[src/rtl/step_pkg.sv]
// Shared constants and helpers for the step phase decoder: coil pattern table,
// FSM state encodings and the pattern-to-phase-index lookup.
package step_pkg;

    localparam logic [3:0] PH0 = 4'b1001;
    localparam logic [3:0] PH1 = 4'b1010;
    localparam logic [3:0] PH2 = 4'b0110;
    localparam logic [3:0] PH3 = 4'b0101;
    localparam logic [3:0] OFF = 4'b0000;

    typedef logic [1:0] state_t;

    localparam state_t S_OFF     = 2'd0;
    localparam state_t S_ACQUIRE = 2'd1;
    localparam state_t S_TRACK   = 2'd2;

    typedef struct packed {
        logic       valid;
        logic [1:0] idx;
    } phase_t;

    function automatic phase_t phase_index(input logic [3:0] pat);
        phase_t res;
        res.valid = 1'b1;
        res.idx   = 2'd0;
        case (pat)
            PH0:     res.idx = 2'd0;
            PH1:     res.idx = 2'd1;
            PH2:     res.idx = 2'd2;
            PH3:     res.idx = 2'd3;
            default: res.valid = 1'b0;
        endcase
        return res;
    endfunction

endpackage

[src/rtl/step_phase_decoder_if.sv]
// Bundle of coil/limit inputs and decoded position/status outputs of one
// step phase decoder. The master side drives coil and limits, the slave decodes.
interface step_phase_decoder_if #(
    parameter int unsigned POS_W = 16
);

    logic [3:0]       coil;
    logic [1:0]       limit_switches;
    logic             clr_err;
    logic [POS_W-1:0] position;
    logic [1:0]       phase;
    logic             dir_fwd;
    logic             step_pulse;
    logic             moving;
    logic [1:0]       at_limit;
    logic             err_illegal;
    logic             err_skip;
    logic             err_overrun;

    modport master (
        output coil, limit_switches, clr_err,
        input  position, phase, dir_fwd, step_pulse, moving, at_limit,
        input  err_illegal, err_skip, err_overrun
    );

    modport slave (
        input  coil, limit_switches, clr_err,
        output position, phase, dir_fwd, step_pulse, moving, at_limit,
        output err_illegal, err_skip, err_overrun
    );

endinterface

[src/rtl/coil_sync_filter.sv]
// Two-flop synchronizer followed by a stability filter: a pattern is accepted once
// it has been sampled STABLE_CYCLES times in a row; o_changed strobes on a new one.
module coil_sync_filter #(
    parameter int unsigned WIDTH         = 4,
    parameter int unsigned STABLE_CYCLES = 4
) (
    input  logic             i_clk,
    input  logic             i_rst_n,
    input  logic [WIDTH-1:0] i_async,
    output logic [WIDTH-1:0] o_pattern,
    output logic             o_changed
);

    localparam int unsigned      CNT_W   = $clog2(STABLE_CYCLES + 1);
    localparam logic [CNT_W-1:0] CNT_MAX = CNT_W'(STABLE_CYCLES);

    logic [WIDTH-1:0] r_sync1;
    logic [WIDTH-1:0] r_sync2;
    logic [WIDTH-1:0] r_cand;
    logic [WIDTH-1:0] r_acc;
    logic [CNT_W-1:0] r_cnt;
    logic             w_stable;

    assign w_stable  = (r_cnt == CNT_MAX);
    assign o_changed = w_stable && (r_cand != r_acc);
    assign o_pattern = r_cand;

    always_ff @(posedge i_clk or negedge i_rst_n) begin
        if (!i_rst_n) begin
            r_sync1 <= '0;
            r_sync2 <= '0;
            r_cand  <= '0;
            r_acc   <= '0;
            r_cnt   <= '0;
        end else begin
            r_sync1 <= i_async;
            r_sync2 <= r_sync1;
            // Any sample differing from the candidate restarts the stability count.
            if (r_sync2 != r_cand) begin
                r_cand <= r_sync2;
                r_cnt  <= CNT_W'(1);
            end else if (!w_stable) begin
                r_cnt <= r_cnt + CNT_W'(1);
            end
            if (o_changed) begin
                r_acc <= r_cand;
            end
        end
    end

endmodule

[src/rtl/step_phase_decoder.sv]
// Decodes full-step coil patterns back into step events, direction and an absolute
// position, with limit homing and sticky illegal/skip/overrun flags.
module step_phase_decoder
    import step_pkg::*;
#(
    parameter int unsigned POS_W         = 16,
    parameter int unsigned STABLE_CYCLES = 4,
    parameter int unsigned IDLE_CYCLES   = 1_000_000
) (
    input logic              i_clk,
    input logic              i_rst_n,
    step_phase_decoder_if.slave bus
);

    localparam int unsigned      IDLE_W   = $clog2(IDLE_CYCLES + 1);
    localparam logic [IDLE_W-1:0] IDLE_MAX = IDLE_W'(IDLE_CYCLES - 1);

    logic [3:0]        w_pattern;
    logic              w_changed;
    phase_t            w_ph;
    logic [1:0]        w_delta;

    state_t            r_state;
    state_t            w_state_d;
    logic              r_have_phase;
    logic              w_have_d;
    logic [1:0]        r_phase;
    logic [1:0]        w_phase_d;
    logic              r_dir_fwd;
    logic              w_fwd;
    logic              w_step;
    logic              w_set_illegal;
    logic              w_set_skip;
    logic              w_set_overrun;

    logic [POS_W-1:0]  r_position;
    logic              r_step_pulse;
    logic              r_moving;
    logic [IDLE_W-1:0] r_idle_cnt;
    logic [1:0]        r_lim_sync1;
    logic [1:0]        r_lim_sync2;
    logic              r_err_illegal;
    logic              r_err_skip;
    logic              r_err_overrun;

    coil_sync_filter #(
        .WIDTH         (4),
        .STABLE_CYCLES (STABLE_CYCLES)
    ) u_coil_filter (
        .i_clk     (i_clk),
        .i_rst_n   (i_rst_n),
        .i_async   (bus.coil),
        .o_pattern (w_pattern),
        .o_changed (w_changed)
    );

    assign w_ph    = phase_index(w_pattern);
    assign w_delta = w_ph.idx - r_phase;

    // r_have_phase blocks counting until a valid phase has been loaded as reference,
    // so a reset or an illegal excursion from OFF never yields a spurious step.
    always_comb begin
        w_state_d     = r_state;
        w_have_d      = r_have_phase;
        w_phase_d     = r_phase;
        w_fwd         = r_dir_fwd;
        w_step        = 1'b0;
        w_set_illegal = 1'b0;
        w_set_skip    = 1'b0;
        if (w_changed) begin
            if (w_pattern == OFF) begin
                w_state_d = S_OFF;
                w_have_d  = 1'b0;
            end else if (!w_ph.valid) begin
                w_set_illegal = 1'b1;
                w_state_d     = S_ACQUIRE;
            end else if ((r_state == S_OFF) || !r_have_phase) begin
                w_phase_d = w_ph.idx;
                w_have_d  = 1'b1;
                w_state_d = S_ACQUIRE;
            end else begin
                case (w_delta)
                    2'd1: begin
                        w_step    = 1'b1;
                        w_fwd     = 1'b1;
                        w_phase_d = w_ph.idx;
                        w_state_d = S_TRACK;
                    end
                    2'd3: begin
                        w_step    = 1'b1;
                        w_fwd     = 1'b0;
                        w_phase_d = w_ph.idx;
                        w_state_d = S_TRACK;
                    end
                    2'd2: begin
                        w_set_skip = 1'b1;
                        w_phase_d  = w_ph.idx;
                    end
                    default: ;
                endcase
            end
        end
    end

    assign w_set_overrun = w_step && ((!w_fwd && r_lim_sync2[0]) || (w_fwd && r_lim_sync2[1]));

    always_ff @(posedge i_clk or negedge i_rst_n) begin
        if (!i_rst_n) begin
            r_state       <= S_OFF;
            r_have_phase  <= 1'b0;
            r_phase       <= 2'd0;
            r_dir_fwd     <= 1'b0;
            r_step_pulse  <= 1'b0;
            r_position    <= '0;
            r_lim_sync1   <= 2'b00;
            r_lim_sync2   <= 2'b00;
            r_err_illegal <= 1'b0;
            r_err_skip    <= 1'b0;
            r_err_overrun <= 1'b0;
        end else begin
            r_state       <= w_state_d;
            r_have_phase  <= w_have_d;
            r_phase       <= w_phase_d;
            r_dir_fwd     <= w_fwd;
            r_step_pulse  <= w_step;
            r_lim_sync1   <= bus.limit_switches;
            r_lim_sync2   <= r_lim_sync1;
            if (r_lim_sync2[0]) begin
                r_position <= '0;
            end else if (w_step) begin
                r_position <= w_fwd ? r_position + POS_W'(1) : r_position - POS_W'(1);
            end
            // A new error event wins over a simultaneous clear.
            r_err_illegal <= w_set_illegal || (r_err_illegal && !bus.clr_err);
            r_err_skip    <= w_set_skip    || (r_err_skip    && !bus.clr_err);
            r_err_overrun <= w_set_overrun || (r_err_overrun && !bus.clr_err);
        end
    end

    always_ff @(posedge i_clk or negedge i_rst_n) begin
        if (!i_rst_n) begin
            r_moving   <= 1'b0;
            r_idle_cnt <= '0;
        end else if ((w_state_d == S_OFF) && (r_state != S_OFF)) begin
            r_moving   <= 1'b0;
            r_idle_cnt <= '0;
        end else if (w_step) begin
            r_moving   <= 1'b1;
            r_idle_cnt <= '0;
        end else if (r_moving) begin
            if (r_idle_cnt == IDLE_MAX) begin
                r_moving   <= 1'b0;
                r_idle_cnt <= '0;
            end else begin
                r_idle_cnt <= r_idle_cnt + IDLE_W'(1);
            end
        end
    end

    assign bus.position    = r_position;
    assign bus.phase       = r_phase;
    assign bus.dir_fwd     = r_dir_fwd;
    assign bus.step_pulse  = r_step_pulse;
    assign bus.moving      = r_moving;
    assign bus.at_limit    = r_lim_sync2;
    assign bus.err_illegal = r_err_illegal;
    assign bus.err_skip    = r_err_skip;
    assign bus.err_overrun = r_err_overrun;

endmodule

[src/flat_wrapper.sv]
// flat-port wrapper written by rule: the top's interface ports become plain ports
module step_phase_decoder_flat import step_pkg::*;
#(
    parameter int unsigned POS_W         = 16,
    parameter int unsigned STABLE_CYCLES = 4,
    parameter int unsigned IDLE_CYCLES   = 1_000_000
)
  (i_clk, i_rst_n, bus_coil, bus_limit_switches, bus_clr_err, bus_position, bus_phase, bus_dir_fwd, bus_step_pulse, bus_moving, bus_at_limit, bus_err_illegal, bus_err_skip, bus_err_overrun);
  step_phase_decoder_if #(.POS_W(POS_W)) bus_i ();
  input logic i_clk;
  input logic i_rst_n;
  input wire logic [$bits(bus_i.coil)-1:0] bus_coil;
  input wire logic [$bits(bus_i.limit_switches)-1:0] bus_limit_switches;
  input wire logic [$bits(bus_i.clr_err)-1:0] bus_clr_err;
  output wire logic [$bits(bus_i.position)-1:0] bus_position;
  output wire logic [$bits(bus_i.phase)-1:0] bus_phase;
  output wire logic [$bits(bus_i.dir_fwd)-1:0] bus_dir_fwd;
  output wire logic [$bits(bus_i.step_pulse)-1:0] bus_step_pulse;
  output wire logic [$bits(bus_i.moving)-1:0] bus_moving;
  output wire logic [$bits(bus_i.at_limit)-1:0] bus_at_limit;
  output wire logic [$bits(bus_i.err_illegal)-1:0] bus_err_illegal;
  output wire logic [$bits(bus_i.err_skip)-1:0] bus_err_skip;
  output wire logic [$bits(bus_i.err_overrun)-1:0] bus_err_overrun;
  assign bus_i.coil = bus_coil;
  assign bus_i.limit_switches = bus_limit_switches;
  assign bus_i.clr_err = bus_clr_err;
  assign bus_position = bus_i.position;
  assign bus_phase = bus_i.phase;
  assign bus_dir_fwd = bus_i.dir_fwd;
  assign bus_step_pulse = bus_i.step_pulse;
  assign bus_moving = bus_i.moving;
  assign bus_at_limit = bus_i.at_limit;
  assign bus_err_illegal = bus_i.err_illegal;
  assign bus_err_skip = bus_i.err_skip;
  assign bus_err_overrun = bus_i.err_overrun;
  step_phase_decoder #(.POS_W(POS_W), .STABLE_CYCLES(STABLE_CYCLES), .IDLE_CYCLES(IDLE_CYCLES)) u_core (.i_clk(i_clk), .i_rst_n(i_rst_n), .bus(bus_i));
endmodule
[config.mk]
export PLATFORM = sky130hd
export DESIGN_NAME = step_phase_decoder_flat
export DESIGN_NICKNAME = d
export VERILOG_FILES = /design/src/rtl/step_pkg.sv /design/src/rtl/step_phase_decoder_if.sv /design/src/rtl/coil_sync_filter.sv /design/src/rtl/step_phase_decoder.sv /design/src/flat_wrapper.sv
export SDC_FILE = /design/constraint.sdc
export NUM_CORES = 1
export LEC_CHECK = 0
export ABC_AREA = 1
export CORE_MARGIN = 1.5
export CORE_UTILIZATION = 40
export DETAILED_ROUTE_END_ITERATION = 10
export SETUP_SLACK_MARGIN = 0.4
export SLEW_MARGIN = 0
export SYNTH_ARGS = -nofsm -noshare
export SYNTH_HDL_FRONTEND = slang
export SYNTH_SLANG_ARGS = --single-unit
[constraint.sdc]
create_clock -name i_clk -period 9.1 [get_ports i_clk]
set_input_delay 1.365 -clock i_clk [delete_from_list [all_inputs] [get_ports i_clk]]
set_output_delay 1.365 -clock i_clk [all_outputs]
set_load 0.005 [all_outputs]
==> results.py <==
metrics = {
    "synth": {
        "avgSynthCellArea_um2": 7.48,
        "synthesis.area_um2": 4230,
        "synth_seq_area_share_pct": 41.4,
        "synth_common_cells": "nand2_1 (165), inv_1 (74), dfrtp_1 (70), nand3_1 (39), nor2_1 (37)",
        "synth_most_common_cell": "nand2_1",
        "synth-edff-count": 0,
        "synth_largest_type_area_fraction_pct": 41.4,
        "async_reset_ff_share_pct": 100,
        "netlist_instances": 565,
        "synth_top_family_by_area": "simple AND/OR/NAND/NOR gates",
        "synth_compound_area_share_pct": 11.4,
        "syn-num-nets": 581,
        "synth_area_leader_cell": "dfrtp_1",
        "yosys_warnings": 0,
        "synth_area_leaders": "dfrtp_1 (41%), nand2_1 (15%), inv_1 (6.6%)",
        "yosys.area_share.simple_pct": 31.9,
        "synth_xor_area_share_pct": 3.94,
        "synth_cell_type_count": 39,
        "synthMuxAreaShare_pct": 0,
        "yosys_register_bits": 70,
        "ys.flop_type": "dfrtp_1",
        "synth_fa_ha_area_share_pct": 2.07,
    },
    "routing": {
        "wl_um": 9670,
        "post-route-drc-count": 0,
        "num_vias": 3674,
        "ant_nets": 0,
        "wl_per_cell_um": 13.1,
        "vias_per_cell": 4.97,
        "drt_pass1_iterations": 4,
        "first_iter_violations": 189,
    },
    "final_layout": {
        "layout-drive-gt1-share_pct": 9.95,
        "final_cell_count_no_fill": 739,
        "nNetsFinal": 614,
        "fillers": 1054,
        "fin_util_pct": 47.3,
        "antenna-diode-count": 0,
        "multi_input_area_um2": 2090,
        "postLayoutCellArea_um2": 4860,
        "synthToLayoutAreaGrowth_pct": 14.9,
        "regArea_um2": 1750,
    },
    "clocking": {
        "cts_max_path_buffers": 2,
        "path_clk_slew_ns": 0.09,
        "cts_setup_buffers": 0,
        "cts_sinks": 70,
        "cts_htree_levels": 3,
        "tritoncts": "done",
        "root_buffer": "clkbuf_8",
        "clk_latency_ns": 0.35,
        "cts_buffers": 9,
        "postCtsHoldBufs": 0,
        "cts_resized": 0,
    },
    "setup_path": {
        "cp-start-kind": "flop",
        "endpoint_kind": "flop",
        "worst-path-max-fanout": 30,
        "cpMostUsedCell": "nand2_1",
        "path_buf_inv": 3,
        "crit_type": "flop to flop",
        "path_cells": "inv_2 > nand2_1 > nor2_1 > a31oi_1 > ha_1 > inv_1 > nand3_1 > nor2_8 > nand3_4 > nand2_4 > nand2_2 > ha_1 > inv_1 > nor2_1 > nand2_1 > nor2_1 > nand2_1 > nand2_1 > nand2_1 > nand3_1 > nand2_1",
        "cp.required_ns": 9.34,
        "crit_arrival_ns": 3.73,
        "crit_family": "simple AND/OR/NAND/NOR gates",
        "critical_path.slowest_cell": "ha_1",
        "slowest_delay_ns": 0.51,
    },
    "place": {
        "placedCellCount": 723,
        "place_area_um2": 4660,
        "dpl_worst_slack_ns": 5.65,
        "io_buffers": 34,
        "dp_hpwl_um": 6960,
        "gp_congestion": 0.897,
    },
    "timing": {
        "fin_ws_ns": 5.61,
        "grt_setup_unrepaired": "false",
        "tns_ns": 0,
        "report.final.setup_viol": 0,
        "fmax_mhz": 286,
        "period_minus_slack_ns": 3.49,
        "slew_violations": 0,
        "worstMarginPinSlew_ns": 0.942,
        "fin_crit_sh_pct": 38.4,
        "hold_viol": 0,
        "relSlewSlack_pct": 37.0,
        "clock_skew_ns": 0.0107,
    },
    "run_status": {
        "status": "complete, no violations",
    },
    "floorplan": {
        "start_util_pct": 41.1,
        "die-area_um2": 11200,
        "die_w_um": 106,
        "rows": 37,
        "dieHeight_um": 106,
        "ioPinCount": 35,
        "core_um2": 10300,
    },
    "global_routing": {
        "grt_max_degree": 71,
        "antenna_found_initial": 0,
        "grt_pass1_wl_um": 16800,
        "grt_overflow": 0,
        "grt_use_total_pct": 18.8,
        "grt_pass1_vias": 3510,
    },
    "pwr": {
        "powerDensity_nw_per_um2": 122,
        "peakVddDrop_mv": 0.0811,
        "p_leak_nw": 2.28,
    },
    "flow_run": {
        "cap_violations": 0,
    },
    "worst_hold_path": {
        "min_path_type": "flop to flop",
    },
}
## layout make-up
type	count	share of cell area (%)
inverters	84	6.49
flip-flops and latches	70	36.1
clock inverters	7	1.49
well taps	136	3.50
clock buffers	9	2.55
repair buffers	34	6.95
multi-input cells	399	43.0
## state kept, by name, summed over array words and instances, names as in the netlist, 2 cells and up
signal / flops
u_core.r_idle_cnt: 20
u_core.bus.position: 16
u_core.u_coil_filter.o_pattern: 4
u_core.u_coil_filter.r_acc: 4
u_core.u_coil_filter.r_sync1: 4
u_core.u_coil_filter.r_sync2: 4
u_core.u_coil_filter.r_cnt: 3
u_core.bus.at_limit: 2
u_core.bus.phase: 2
u_core.r_lim_sync1: 2
u_core.r_state: 2
## layout by cell type (no fill, tap or decap), types with 2 or more instances in the layout
master	instances
nand3b_1	2
inv_1	74
a21o_1	2
o21ai_0	29
nor2_1	37
xor2_1	14
clkbuf_8	9
nor4_1	6
or2_2	2
nand2_4	4
o22ai_1	12
nor3_2	2
o32ai_1	2
nand4_1	7
a31oi_1	2
inv_6	3
o41ai_1	9
nand3_1	39
ha_1	7
xnor2_1	5
inv_2	8
nor3_1	6
a21oi_1	10
clkinv_1	2
clkdlybuf4s50_1	33
nand2_1	165
nor2_2	3
o21ai_1	6
inv_8	2
dfrtp_1	70
nand2_2	18
a211oi_1	2
## cell families (layout without fill, tap and decap cells)
logic type	count (synthesis)	after routing
simple gates	295	295
buf+inv	96	134
compound gates	78	78
flops	70	70
xor+xnor	19	19
fa+ha+maj	7	7
## routing by layer
metal  vias to the layer above  routed length, um  GRT usage, %
li1                       1891                  -             -
met1                      1721               4600          25.2
met2                        60               4740          30.8
met3                         2                298          3.77
met4                         0                 37          4.92
met5                         -                  0             0
## path summary, 6_finish.rpt
| kind | end | slack (ns) | depth (start not counted) | from |
|---|---|---|---|---|
| max | u_core.bus.position[14] | 5.61 | 21 | u_core.u_coil_filter.o_pattern[0] |
| min | u_core.u_coil_filter.r_sync2[3] | 0.35 | 0 | u_core.u_coil_filter.r_sync1[3] |
| max reg2reg | u_core.bus.position[14] | 5.61 | 21 | u_core.u_coil_filter.o_pattern[0] |
| min reg2reg | u_core.u_coil_filter.r_sync2[3] | 0.35 | 0 | u_core.u_coil_filter.r_sync1[3] |
| max in group asynchronous | u_core.u_coil_filter.r_acc[3] | 7.39 | 1 | i_rst_n |
| min in group asynchronous | u_core.bus.position[0] | 1.13 | 1 | i_rst_n |
## power by group
group	internal, mW	total, mW	switching (mW)
clock network	0.108	0.250	0.142
logic	0.00834	0.0251	0.0168
registers	0.315	0.319	0.00371
total	0.431	0.594	0.163
## through the flow
stage | total power, mW | hold WS (ns)
2_1_floorplan | 0.337 | 0.331
3_3_place_gp | 0.351 | 0.331
3_5_place_dp | 0.351 | 0.336
4_1_cts | 0.608 | 0.359
5_1_grt | 0.625 | 0.370
6_report | 0.594 | 0.355
Power figures use the tool's default switching activity.
